===== config.mk =====
export PLATFORM = sky130hd
export DESIGN_NAME = hazard_ctrl_flat
export DESIGN_NICKNAME = d
export VERILOG_FILES = /design/src/rtl/hazard_ctrl_pkg.sv /design/src/rtl/hazard_ctrl_if.sv /design/src/rtl/hazard_ctrl_match.sv /design/src/rtl/hazard_ctrl.sv /design/src/flat_wrapper.sv
export SDC_FILE = /design/constraint.sdc
export NUM_CORES = 1
export LEC_CHECK = 0
export BUFFER_PORTS_ARGS = -buffer_cell sky130_fd_sc_hd__buf_2
export CAP_MARGIN = 20
export CORE_UTILIZATION = 42
export DETAILED_ROUTE_END_ITERATION = 10
export PLACE_DENSITY = 0.9
export SYNTH_ARGS = -nofsm -noshare
export SYNTH_HDL_FRONTEND = slang
export SYNTH_SLANG_ARGS = --single-unit

===== constraint.sdc =====
create_clock -name clk -period 3 [get_ports clk]
set_input_delay 0 -clock clk [delete_from_list [all_inputs] [get_ports clk]]
set_output_delay 0 -clock clk [all_outputs]
set_load 0.02 [all_outputs]

===== src/rtl/hazard_ctrl_pkg.sv =====
// Shared encodings for the hazard controller: FSM states, operand-forward
// select codes and default sizing.
package hazard_ctrl_pkg;

   localparam int REG_ADDR_WIDTH_DEF = 5;
   localparam int MAX_WAIT_DEF       = 15;

   typedef enum logic [1:0] {
      ST_RUN    = 2'd0,
      ST_FREEZE = 2'd1,
      ST_DRAIN  = 2'd2
   } hz_state_e;

   typedef enum logic [1:0] {
      FWD_RF   = 2'b00,
      FWD_ALU  = 2'b01,
      FWD_DMEM = 2'b10
   } fwd_sel_e;

endpackage


===== src/rtl/hazard_ctrl_if.sv =====
// Pipeline <-> hazard controller bundle. The pipeline side uses the master
// modport; the hazard controller uses the slave modport.
interface hazard_ctrl_if
   import hazard_ctrl_pkg::*;
#(
   parameter int REG_ADDR_WIDTH = REG_ADDR_WIDTH_DEF,
   parameter int CNT_WIDTH      = 32
);

   logic [REG_ADDR_WIDTH-1:0] IF_ID_rs1, IF_ID_rs2;
   logic                      id_use_rs1, id_use_rs2;
   logic [REG_ADDR_WIDTH-1:0] ID_EX_rd, EX_MEM_rd, MEM_WB_rd;
   logic                      ID_EX_reg_wr_en, EX_MEM_reg_wr_en, EX_MEM_mem_rd, MEM_WB_reg_wr_en;
   logic                      pc_sel_in, imem_ready, dmem_busy;

   logic                      pc_wr_en, IF_ID_wr_en, IF_ID_flush, ID_EX_bubble;
   logic                      pipe_freeze, bus_err;
   logic [1:0]                forward_comp1, forward_comp2;
   logic [CNT_WIDTH-1:0]      stall_cnt, flush_cnt;

   modport master (
      output IF_ID_rs1, IF_ID_rs2, id_use_rs1, id_use_rs2,
             ID_EX_rd, ID_EX_reg_wr_en, EX_MEM_rd, EX_MEM_reg_wr_en, EX_MEM_mem_rd,
             MEM_WB_rd, MEM_WB_reg_wr_en, pc_sel_in, imem_ready, dmem_busy,
      input  pc_wr_en, IF_ID_wr_en, IF_ID_flush, ID_EX_bubble, pipe_freeze,
             forward_comp1, forward_comp2, bus_err, stall_cnt, flush_cnt
   );

   modport slave (
      input  IF_ID_rs1, IF_ID_rs2, id_use_rs1, id_use_rs2,
             ID_EX_rd, ID_EX_reg_wr_en, EX_MEM_rd, EX_MEM_reg_wr_en, EX_MEM_mem_rd,
             MEM_WB_rd, MEM_WB_reg_wr_en, pc_sel_in, imem_ready, dmem_busy,
      output pc_wr_en, IF_ID_wr_en, IF_ID_flush, ID_EX_bubble, pipe_freeze,
             forward_comp1, forward_comp2, bus_err, stall_cnt, flush_cnt
   );

endinterface


===== src/rtl/hazard_ctrl_match.sv =====
// Per-operand dependency check: forward select for the ID operand and the
// load-use / write-back stall request for that operand.
module hazard_match
   import hazard_ctrl_pkg::*;
#(
   parameter int REG_ADDR_WIDTH = REG_ADDR_WIDTH_DEF
) (
   input  logic [REG_ADDR_WIDTH-1:0] rs_i,
   input  logic                      use_i,
   input  logic [REG_ADDR_WIDTH-1:0] ex_rd_i,
   input  logic                      ex_wr_i,
   input  logic [REG_ADDR_WIDTH-1:0] mem_rd_i,
   input  logic                      mem_wr_i,
   input  logic                      mem_load_i,
   input  logic [REG_ADDR_WIDTH-1:0] wb_rd_i,
   input  logic                      wb_wr_i,
   output logic [1:0]                fwd_o,
   output logic                      stall_o
);

   logic hit_ex, hit_mem, hit_wb;

   // x0 is hardwired to zero, so a write to it never creates a dependency.
   assign hit_ex  = use_i && ex_wr_i  && (ex_rd_i  == rs_i) && (ex_rd_i  != '0);
   assign hit_mem = use_i && mem_wr_i && (mem_rd_i == rs_i) && (mem_rd_i != '0);
   assign hit_wb  = use_i && wb_wr_i  && (wb_rd_i  == rs_i) && (wb_rd_i  != '0);

   assign fwd_o   = !hit_mem ? FWD_RF : (mem_load_i ? FWD_DMEM : FWD_ALU);

   // MEM holds the younger write, so a MEM hit supersedes the WB one.
   assign stall_o = hit_ex || (hit_wb && !hit_mem);

endmodule


===== src/rtl/hazard_ctrl.sv =====
// Pipeline hazard controller: stall/flush/freeze arbitration, ID forwarding
// and data-memory timeout. Optional counters enabled by HAZARD_PERF_CNT_EN.
module hazard_ctrl
   import hazard_ctrl_pkg::*;
#(
   parameter int REG_ADDR_WIDTH = REG_ADDR_WIDTH_DEF,
   parameter int MAX_WAIT       = MAX_WAIT_DEF,
   parameter int CNT_WIDTH      = 32
) (
   input logic          clk,
   input logic          reset_n,
   hazard_ctrl_if.slave bus
);

   localparam int WAIT_W = $clog2(MAX_WAIT + 1);

   logic              stall_rs1, stall_rs2, haz_stall, freeze;
   hz_state_e         state_q;
   logic [WAIT_W-1:0] wait_q;
   logic              bus_err_q;
   logic              pc_wr_en_c, if_id_wr_en_c, if_id_flush_c, id_ex_bubble_c;

   hazard_match #(.REG_ADDR_WIDTH(REG_ADDR_WIDTH)) u_match_rs1 (
      .rs_i      (bus.IF_ID_rs1),       .use_i   (bus.id_use_rs1),
      .ex_rd_i   (bus.ID_EX_rd),        .ex_wr_i (bus.ID_EX_reg_wr_en),
      .mem_rd_i  (bus.EX_MEM_rd),       .mem_wr_i(bus.EX_MEM_reg_wr_en),
      .mem_load_i(bus.EX_MEM_mem_rd),
      .wb_rd_i   (bus.MEM_WB_rd),       .wb_wr_i (bus.MEM_WB_reg_wr_en),
      .fwd_o     (bus.forward_comp1),   .stall_o (stall_rs1)
   );

   hazard_match #(.REG_ADDR_WIDTH(REG_ADDR_WIDTH)) u_match_rs2 (
      .rs_i      (bus.IF_ID_rs2),       .use_i   (bus.id_use_rs2),
      .ex_rd_i   (bus.ID_EX_rd),        .ex_wr_i (bus.ID_EX_reg_wr_en),
      .mem_rd_i  (bus.EX_MEM_rd),       .mem_wr_i(bus.EX_MEM_reg_wr_en),
      .mem_load_i(bus.EX_MEM_mem_rd),
      .wb_rd_i   (bus.MEM_WB_rd),       .wb_wr_i (bus.MEM_WB_reg_wr_en),
      .fwd_o     (bus.forward_comp2),   .stall_o (stall_rs2)
   );

   assign haz_stall = stall_rs1 || stall_rs2;
   assign freeze    = bus.dmem_busy && (state_q != ST_DRAIN);

   // FREEZE exits to DRAIN on the busy cycle that completes MAX_WAIT frozen
   // cycles, so the pipeline is released instead of frozen a further cycle.
   // NOTE: state registers use non-blocking assignments so every flop samples
   // pre-edge values; blocking here would create order-dependent simulation.
   always_ff @(posedge clk or negedge reset_n) begin
      if (!reset_n) begin
         state_q   <= ST_RUN;
         wait_q    <= '0;
         bus_err_q <= 1'b0;
      end else begin
         case (state_q)
            ST_RUN: begin
               if (bus.dmem_busy) begin
                  wait_q <= WAIT_W'(1);
                  if (MAX_WAIT <= 1) begin
                     state_q   <= ST_DRAIN;
                     bus_err_q <= 1'b1;
                  end else begin
                     state_q <= ST_FREEZE;
                  end
               end
            end
            ST_FREEZE: begin
               if (!bus.dmem_busy) begin
                  state_q <= ST_RUN;
               end else if (wait_q == WAIT_W'(MAX_WAIT - 1)) begin
                  state_q   <= ST_DRAIN;
                  wait_q    <= WAIT_W'(MAX_WAIT);
                  bus_err_q <= 1'b1;
               end else begin
                  wait_q <= wait_q + WAIT_W'(1);
               end
            end
            ST_DRAIN: begin
               if (!bus.dmem_busy) state_q <= ST_RUN;
            end
            default: state_q <= ST_RUN;
         endcase
      end
   end

   // NOTE: every output gets a default first so no path through the
   // priority chain can leave one unassigned and infer a latch.
   always_comb begin
      pc_wr_en_c      = 1'b1;
      if_id_wr_en_c   = 1'b1;
      if_id_flush_c   = 1'b0;
      id_ex_bubble_c  = 1'b0;
      if (freeze) begin
         pc_wr_en_c     = 1'b0;
         if_id_wr_en_c  = 1'b0;
      end else if (haz_stall) begin
         pc_wr_en_c     = 1'b0;
         if_id_wr_en_c  = 1'b0;
         id_ex_bubble_c = 1'b1;
      end else if (bus.pc_sel_in) begin
         if_id_flush_c  = 1'b1;
      end else if (!bus.imem_ready) begin
         pc_wr_en_c     = 1'b0;
         if_id_flush_c  = 1'b1;
      end
   end

   assign bus.pc_wr_en     = pc_wr_en_c;
   assign bus.IF_ID_wr_en  = if_id_wr_en_c;
   assign bus.IF_ID_flush  = if_id_flush_c;
   assign bus.ID_EX_bubble = id_ex_bubble_c;
   assign bus.pipe_freeze  = freeze;
   assign bus.bus_err      = bus_err_q;

`ifdef HAZARD_PERF_CNT_EN
   logic [CNT_WIDTH-1:0] stall_cnt_q, stall_cnt_d, flush_cnt_q, flush_cnt_d;
   logic                 redirect;

   assign redirect = bus.pc_sel_in && !freeze && !haz_stall;

   always_comb begin
      stall_cnt_d = stall_cnt_q;
      flush_cnt_d = flush_cnt_q;
      if (id_ex_bubble_c && !(&stall_cnt_q)) stall_cnt_d = stall_cnt_q + CNT_WIDTH'(1);
      if (redirect && !(&flush_cnt_q))       flush_cnt_d = flush_cnt_q + CNT_WIDTH'(1);
   end

   always_ff @(posedge clk or negedge reset_n) begin
      if (!reset_n) begin
         stall_cnt_q <= '0;
         flush_cnt_q <= '0;
      end else begin
         stall_cnt_q <= stall_cnt_d;
         flush_cnt_q <= flush_cnt_d;
      end
   end

   assign bus.stall_cnt = stall_cnt_q;
   assign bus.flush_cnt = flush_cnt_q;
`else
   assign bus.stall_cnt = {CNT_WIDTH{1'b0}};
   assign bus.flush_cnt = {CNT_WIDTH{1'b0}};
`endif

endmodule


===== src/flat_wrapper.sv =====
// flat-port wrapper written by rule: the top's interface ports become plain ports
module hazard_ctrl_flat import hazard_ctrl_pkg::*;
#(
   parameter int REG_ADDR_WIDTH = REG_ADDR_WIDTH_DEF,
   parameter int MAX_WAIT       = MAX_WAIT_DEF,
   parameter int CNT_WIDTH      = 32
)
  (clk, reset_n, bus_IF_ID_rs1, bus_IF_ID_rs2, bus_id_use_rs1, bus_id_use_rs2, bus_ID_EX_rd, bus_ID_EX_reg_wr_en, bus_EX_MEM_rd, bus_EX_MEM_reg_wr_en, bus_EX_MEM_mem_rd, bus_MEM_WB_rd, bus_MEM_WB_reg_wr_en, bus_pc_sel_in, bus_imem_ready, bus_dmem_busy, bus_pc_wr_en, bus_IF_ID_wr_en, bus_IF_ID_flush, bus_ID_EX_bubble, bus_pipe_freeze, bus_forward_comp1, bus_forward_comp2, bus_bus_err, bus_stall_cnt, bus_flush_cnt);
  hazard_ctrl_if #(.REG_ADDR_WIDTH(REG_ADDR_WIDTH), .CNT_WIDTH(CNT_WIDTH)) bus_i ();
  input logic clk;
  input logic reset_n;
  input wire logic [$bits(bus_i.IF_ID_rs1)-1:0] bus_IF_ID_rs1;
  input wire logic [$bits(bus_i.IF_ID_rs2)-1:0] bus_IF_ID_rs2;
  input wire logic [$bits(bus_i.id_use_rs1)-1:0] bus_id_use_rs1;
  input wire logic [$bits(bus_i.id_use_rs2)-1:0] bus_id_use_rs2;
  input wire logic [$bits(bus_i.ID_EX_rd)-1:0] bus_ID_EX_rd;
  input wire logic [$bits(bus_i.ID_EX_reg_wr_en)-1:0] bus_ID_EX_reg_wr_en;
  input wire logic [$bits(bus_i.EX_MEM_rd)-1:0] bus_EX_MEM_rd;
  input wire logic [$bits(bus_i.EX_MEM_reg_wr_en)-1:0] bus_EX_MEM_reg_wr_en;
  input wire logic [$bits(bus_i.EX_MEM_mem_rd)-1:0] bus_EX_MEM_mem_rd;
  input wire logic [$bits(bus_i.MEM_WB_rd)-1:0] bus_MEM_WB_rd;
  input wire logic [$bits(bus_i.MEM_WB_reg_wr_en)-1:0] bus_MEM_WB_reg_wr_en;
  input wire logic [$bits(bus_i.pc_sel_in)-1:0] bus_pc_sel_in;
  input wire logic [$bits(bus_i.imem_ready)-1:0] bus_imem_ready;
  input wire logic [$bits(bus_i.dmem_busy)-1:0] bus_dmem_busy;
  output wire logic [$bits(bus_i.pc_wr_en)-1:0] bus_pc_wr_en;
  output wire logic [$bits(bus_i.IF_ID_wr_en)-1:0] bus_IF_ID_wr_en;
  output wire logic [$bits(bus_i.IF_ID_flush)-1:0] bus_IF_ID_flush;
  output wire logic [$bits(bus_i.ID_EX_bubble)-1:0] bus_ID_EX_bubble;
  output wire logic [$bits(bus_i.pipe_freeze)-1:0] bus_pipe_freeze;
  output wire logic [$bits(bus_i.forward_comp1)-1:0] bus_forward_comp1;
  output wire logic [$bits(bus_i.forward_comp2)-1:0] bus_forward_comp2;
  output wire logic [$bits(bus_i.bus_err)-1:0] bus_bus_err;
  output wire logic [$bits(bus_i.stall_cnt)-1:0] bus_stall_cnt;
  output wire logic [$bits(bus_i.flush_cnt)-1:0] bus_flush_cnt;
  assign bus_i.IF_ID_rs1 = bus_IF_ID_rs1;
  assign bus_i.IF_ID_rs2 = bus_IF_ID_rs2;
  assign bus_i.id_use_rs1 = bus_id_use_rs1;
  assign bus_i.id_use_rs2 = bus_id_use_rs2;
  assign bus_i.ID_EX_rd = bus_ID_EX_rd;
  assign bus_i.ID_EX_reg_wr_en = bus_ID_EX_reg_wr_en;
  assign bus_i.EX_MEM_rd = bus_EX_MEM_rd;
  assign bus_i.EX_MEM_reg_wr_en = bus_EX_MEM_reg_wr_en;
  assign bus_i.EX_MEM_mem_rd = bus_EX_MEM_mem_rd;
  assign bus_i.MEM_WB_rd = bus_MEM_WB_rd;
  assign bus_i.MEM_WB_reg_wr_en = bus_MEM_WB_reg_wr_en;
  assign bus_i.pc_sel_in = bus_pc_sel_in;
  assign bus_i.imem_ready = bus_imem_ready;
  assign bus_i.dmem_busy = bus_dmem_busy;
  assign bus_pc_wr_en = bus_i.pc_wr_en;
  assign bus_IF_ID_wr_en = bus_i.IF_ID_wr_en;
  assign bus_IF_ID_flush = bus_i.IF_ID_flush;
  assign bus_ID_EX_bubble = bus_i.ID_EX_bubble;
  assign bus_pipe_freeze = bus_i.pipe_freeze;
  assign bus_forward_comp1 = bus_i.forward_comp1;
  assign bus_forward_comp2 = bus_i.forward_comp2;
  assign bus_bus_err = bus_i.bus_err;
  assign bus_stall_cnt = bus_i.stall_cnt;
  assign bus_flush_cnt = bus_i.flush_cnt;
  hazard_ctrl #(.REG_ADDR_WIDTH(REG_ADDR_WIDTH), .MAX_WAIT(MAX_WAIT), .CNT_WIDTH(CNT_WIDTH)) u_core (.clk(clk), .reset_n(reset_n), .bus(bus_i));
endmodule

## Word-level counts from Yosys, hierarchy flattened

Index checks and enable logic that the tools add are counted.

| word-level totals | value |
|---|---|
| register bits after elaboration | 7 |
| latch bits | 0 |
| RAM bits | 0 |
| bits in read-only memories | 0 |
| bits of input ports | 36 |
| output and inout port bits | 74 |
| logic and storage cells | 76 |
| memories | 0 |

| operators by class | value |
|---|---|
| add/subtract/negate cells | 1 |
| multipliers | 0 |
| div/mod/pow operators | 0 |
| magnitude comparators | 0 |
| equal/unequal tests | 14 |
| shift operators | 0 |
| muxes and demuxes | 24 |
| bitwise operators | 0 |
| reductions and logical operators | 34 |

Operator list:

| kind | count |
|---|---|
| 5-bit == test | 6 |
| 1-bit logical AND | 21 |
| 5-bit nonzero test | 3 |
| 2-bit 2-to-1 mux | 7 |
| 1-bit 2-to-1 mux | 12 |
| 4-bit 2-to-1 mux | 3 |
| 3-bit AND reduction | 3 |
| 2-bit inequality test (second input constant) | 4 |
| 4-bit one-hot mux with 2 select lines | 1 |
| 2-bit one-hot mux with 3 select lines | 1 |
| 4-bit by 1-bit adder with 4-bit output (second input constant) | 1 |
| 4-bit == test (second input constant) | 1 |
| 1-bit logical OR | 3 |
| 3-bit by 2-bit inequality test with 1-bit output (second input constant) | 1 |
| 2-bit by 1-bit == test with 1-bit output (second input constant) | 1 |
| 2-bit == test (second input constant) | 1 |
| 1-bit logical NOT | 2 |
| 2-bit logical NOT | 1 |
| 2-bit nonzero test | 1 |

## Depth between registers and ports, before layout

| depth | value |
|---|---|
| depth after elaboration | 9 |
| depth in mapped cells | 6 |
| gate-level depth less buffers | 6 |

## Hierarchy

A second synthesis with hierarchy kept.

| unflattened totals | value |
|---|---|
| cells, all modules | 172 |
| area total of the unflattened synthesis | 1335.0 um2 |

By module, submodules not included:

| module | instances | cells an instance | area an instance (um2) | sequential area each (um2) |
|---|---|---|---|---|
| hazard_ctrl | 1 | 104 | 869.6 | 175.2 |
| hazard_match | 2 | 34 | 232.7 | 0.0 |

## Worst setup path after synthesis

OpenSTA, ideal clock, no wires.

| timing | value |
|---|---|
| path kind | register -> output |
| start | register u_core.state_q[0] |
| end | output port bus_IF_ID_flush |
| data arrival time | 1749 ps |
| data required time | 3000 ps |
| setup slack | 1251 ps |
| cell stages (with the launch flop) | 4 |
| buffers on the path | 0 |
| cell sequence | dfrtp_1 nand2b_1 and2_1 a2111oi_1 |

| on the way | value |
|---|---|
| cells in the longest elaborated chain, start to end | 3 |

RTL lines:

| element | RTL line | RTL |
|---|---|---|
| start: declaration | hazard_ctrl.sv:18 | `hz_state_e state_q;` |
| start signal: assignment | hazard_ctrl.sv:50 | `state_q <= ST_RUN;` |
| start signal: assignment | hazard_ctrl.sv:59 | `state_q <= ST_DRAIN;` |
| start signal: assignment | hazard_ctrl.sv:62 | `state_q <= ST_FREEZE;` |
| 2-bit inequality test | hazard_ctrl.sv:42 | `assign freeze = bus.dmem_busy && (state_q != ST_DRAIN);` |
| 1-bit logical AND | hazard_ctrl.sv:42 |  |
| via bus_pipe_freeze | flat_wrapper.sv:30 | `output wire logic [$bits(bus_i.pipe_freeze)-1:0] bus_pipe_freeze;` |
| 1-bit 2-to-1 mux | hazard_ctrl.sv:92 | `if (freeze) begin` |
| end: declaration | flat_wrapper.sv:28 | `output wire logic [$bits(bus_i.IF_ID_flush)-1:0] bus_IF_ID_flush;` |

The timed path passes the listed nets, and every way through them passes these cells.

## Worst setup path in the final report

| timing | value |
|---|---|
| start | register u_core.state_q[0] |
| end | output port bus_IF_ID_flush |

| on the way | value |
|---|---|
| cells in the longest elaborated chain, start to end | 3 |

RTL lines:

| element | RTL line |
|---|---|
| 2-bit inequality test | hazard_ctrl.sv:42 |
| 1-bit logical AND | hazard_ctrl.sv:42 |
| 1-bit 2-to-1 mux | hazard_ctrl.sv:92 |

No other way between the ends.

==> impl_metrics.json <==
{
  "ys_types": 34,
  "fin_total_pwr_mw": 0.401,
  "wire_per_inst_um": 9.87,
  "cts.sinks": 7,
  "finalCriticalPeriod_ns": 1.70,
  "vdd_drop_max_mv": 0.229,
  "core_area_um2": 3030,
  "antenna_found_initial": 0,
  "synth_area_leader_cell": "buf_4",
  "status": "finished, final reports clean",
  "postLayoutCellArea_um2": 1410,
  "fmax_mhz": 587,
  "detail-route-antenna-nets": 0,
  "ctsHoldBuffers": 1,
  "io_buffers": 45,
  "cts.clk_slew.worst_paths_ns": 0.05,
  "synth_ff_type": "dfrtp_1",
  "cts_made_buffers": 3,
  "slew_viol_final": 0,
  "cts_setup_buffers": 0,
  "clk_path_buf_depth": 2,
  "crit_arrival_ns": 1.70,
  "critPathKind": "reg -> out",
  "hp-class": "in -> reg",
  "skew_ns": 0.00295,
  "overflow": 0,
  "slowest_delay_ns": 0.44,
  "syn_avg_cell_area_um2": 8.19,
  "power.density_nw_per_um2": 285,
  "drt_wl_total_mm": 2.53,
  "die_width_um": 58.4,
  "yosys_warnings": 0,
  "vias": 1062,
  "maxCapViolations": 0,
  "final.period_utilization_pct": 56.8,
  "busiest_layer": "met2",
  "synth.area.top_cells": "buf_4 36%, dfrtp_1 13%, xnor2_1 12%",
  "crit_required_ns": 3.00,
  "cp-end-kind": "primary output",
  "synth.top_cell.area_share_pct": 36.0,
  "cp_num_buf_inv": 1,
  "synth_edf_count": 0,
  "die_h_um": 58.4,
  "grtUsageMet1_pct": 17.0,
  "ys_seq_elements": 7,
  "cts_resized": 0,
  "hpwl_mm": 2.27,
  "gp_congestion": 0.825,
  "path_cells": "nand2b_1 -> and2_1 -> a2111oi_1 -> buf_2",
  "crit_fanout": 7,
  "crit_family": "flip-flops",
  "drc": 0,
  "hold_ws_ns": 0.0307,
  "setup_violations": 0,
  "synth_area_um2": 1340,
  "async_flop_share_pct": 100,
  "synthCells": 163,
  "slowest_stage": "dfrtp_1",
  "grtUsageMet2_pct": 28.7,
  "clk_latency_ns": 0.25,
  "vias_per_cell": 4.15,
  "syn_to_final_growth_pct": 5.44,
  "grt_first_pass_wirelength_mm": 3.95,
  "pin_count": 110,
  "final_nets": 251,
  "rows": 20,
  "grt_max_degree": 8,
  "initial_core_util_pct": 44.1,
  "finalHoldViolCount": 0,
  "critPathLaunchType": "flip-flop",
  "drtPass1Iterations": 4,
  "initialDrtViolationCount": 17,
  "rsz0062_at_grt": "no",
  "met3_usage_pct": 1.10,
  "cts_tree": "built",
  "placed_cell_area_um2": 1370,
  "die_area_um2": 3410,
  "ys_seq_area_share_pct": 13.1,
  "power.leakage_nw": 0.716,
  "grt_pass1_vias": 897,
  "layout-drive-gt1-share_pct": 26.4,
  "cts_root_buf": "clkbuf_4",
  "antenna_cells": 0,
  "htreeDepth": 1,
  "finalSetupTns_ns": 0,
  "grt_usage_pct": 15.1
}
## power by group
part	total (mW)	switching, mW	internal [mW]
registers	0.113	0.00944	0.104
clock network	0.0850	0.0343	0.0507
logic	0.202	0.140	0.0624
total	0.401	0.184	0.217
## cells in the mapped netlist (4+ instances only)
master	n
nor4_1	6
nand2_1	8
a21oi_1	4
xnor2_1	18
and2_1	4
buf_4	64
xor2_1	12
dfrtp_1	7
## flip-flops by register name, indices dropped and copies added (netlist names)
register / cells
u_core.bus.bus_err: 1
u_core.state_q: 2
u_core.wait_q: 4
## per-layer routing
layer | share of wire [%] | wire [µm] | vias up
met5 | 0 | 0 | -
met2 | 54 | 1380 | 52
met1 | 39 | 974 | 482
li1 | - | - | 522
met3 | 5.2 | 132 | 6
met4 | 1.7 | 42 | 0
## path summary, 6_finish.rpt
kind / start / endpoint / slack [ns] / cells after the start
min: bus_dmem_busy / u_core.state_q[1] / 0.03 / 2
min in group asynchronous: reset_n / u_core.bus.bus_err / 0.11 / 2
max in group asynchronous: reset_n / u_core.wait_q[2] / 2.74 / 2
min reg2reg: u_core.bus.bus_err / u_core.bus.bus_err / 0.49 / 1
max reg2reg: u_core.wait_q[0] / u_core.state_q[1] / 1.67 / 6
max: u_core.state_q[0] / bus_IF_ID_flush / 1.30 / 4
## per-stage QoR
step,utilization (%),setup WS [ns],cells
2_1_floorplan,-,1.25,226
3_3_place_gp,45.3,1.35,251
3_5_place_dp,45.3,1.33,251
4_1_cts,46.5,1.27,256
5_1_grt,46.5,1.14,256
6_report,46.5,1.30,256
## worst register-to-register path, cell delays in order (launching register included)
cell and delay [ns]:
dfrtp_1 0.40, inv_1 0.07, ha_1 0.22, and3_1 0.22, nand2_1 0.09, o21ai_0 0.07, and2_1 0.16
## placed cells by master, fill, tap and decap left out, types with 2 or more instances in the layout
master    instances
nor2_1            3
o21ai_0           3
nand4_1           3
clkbuf_4          3
nand2b_1          3
buf_2            45
xor2_1           12
nor3_1            3
a21oi_1           4
xnor2_1          18
nand3_1           2
dfrtp_1           7
conb_1           64
and2_1            4
nand2_1           8
inv_1             2
or4_4             2
ha_1              2
nor4_1            6
## kinds of logic (layout without fill, tap and decap cells)
family	after synthesis	in the layout	synth area share [%]
compound gates	15	15	8.72
xor+xnor	30	30	19.7
fa+ha+maj	2	2	1.87
buf+inv	66	52	36.6
flops	7	7	13.1
other cells	1	64	0.281
simple gates	42	42	19.8
## cell type report
type                            instances  area, µm²
Multi-Input combinational cell        153        908
Fill cell                             316       1620
Tap cell                               44       55.1
Clock buffer                            4       26.3
Sequential cell                         7        175
Timing Repair Buffer                   46        235
Inverter                                2       7.51
Power figures use the tool's default switching activity.
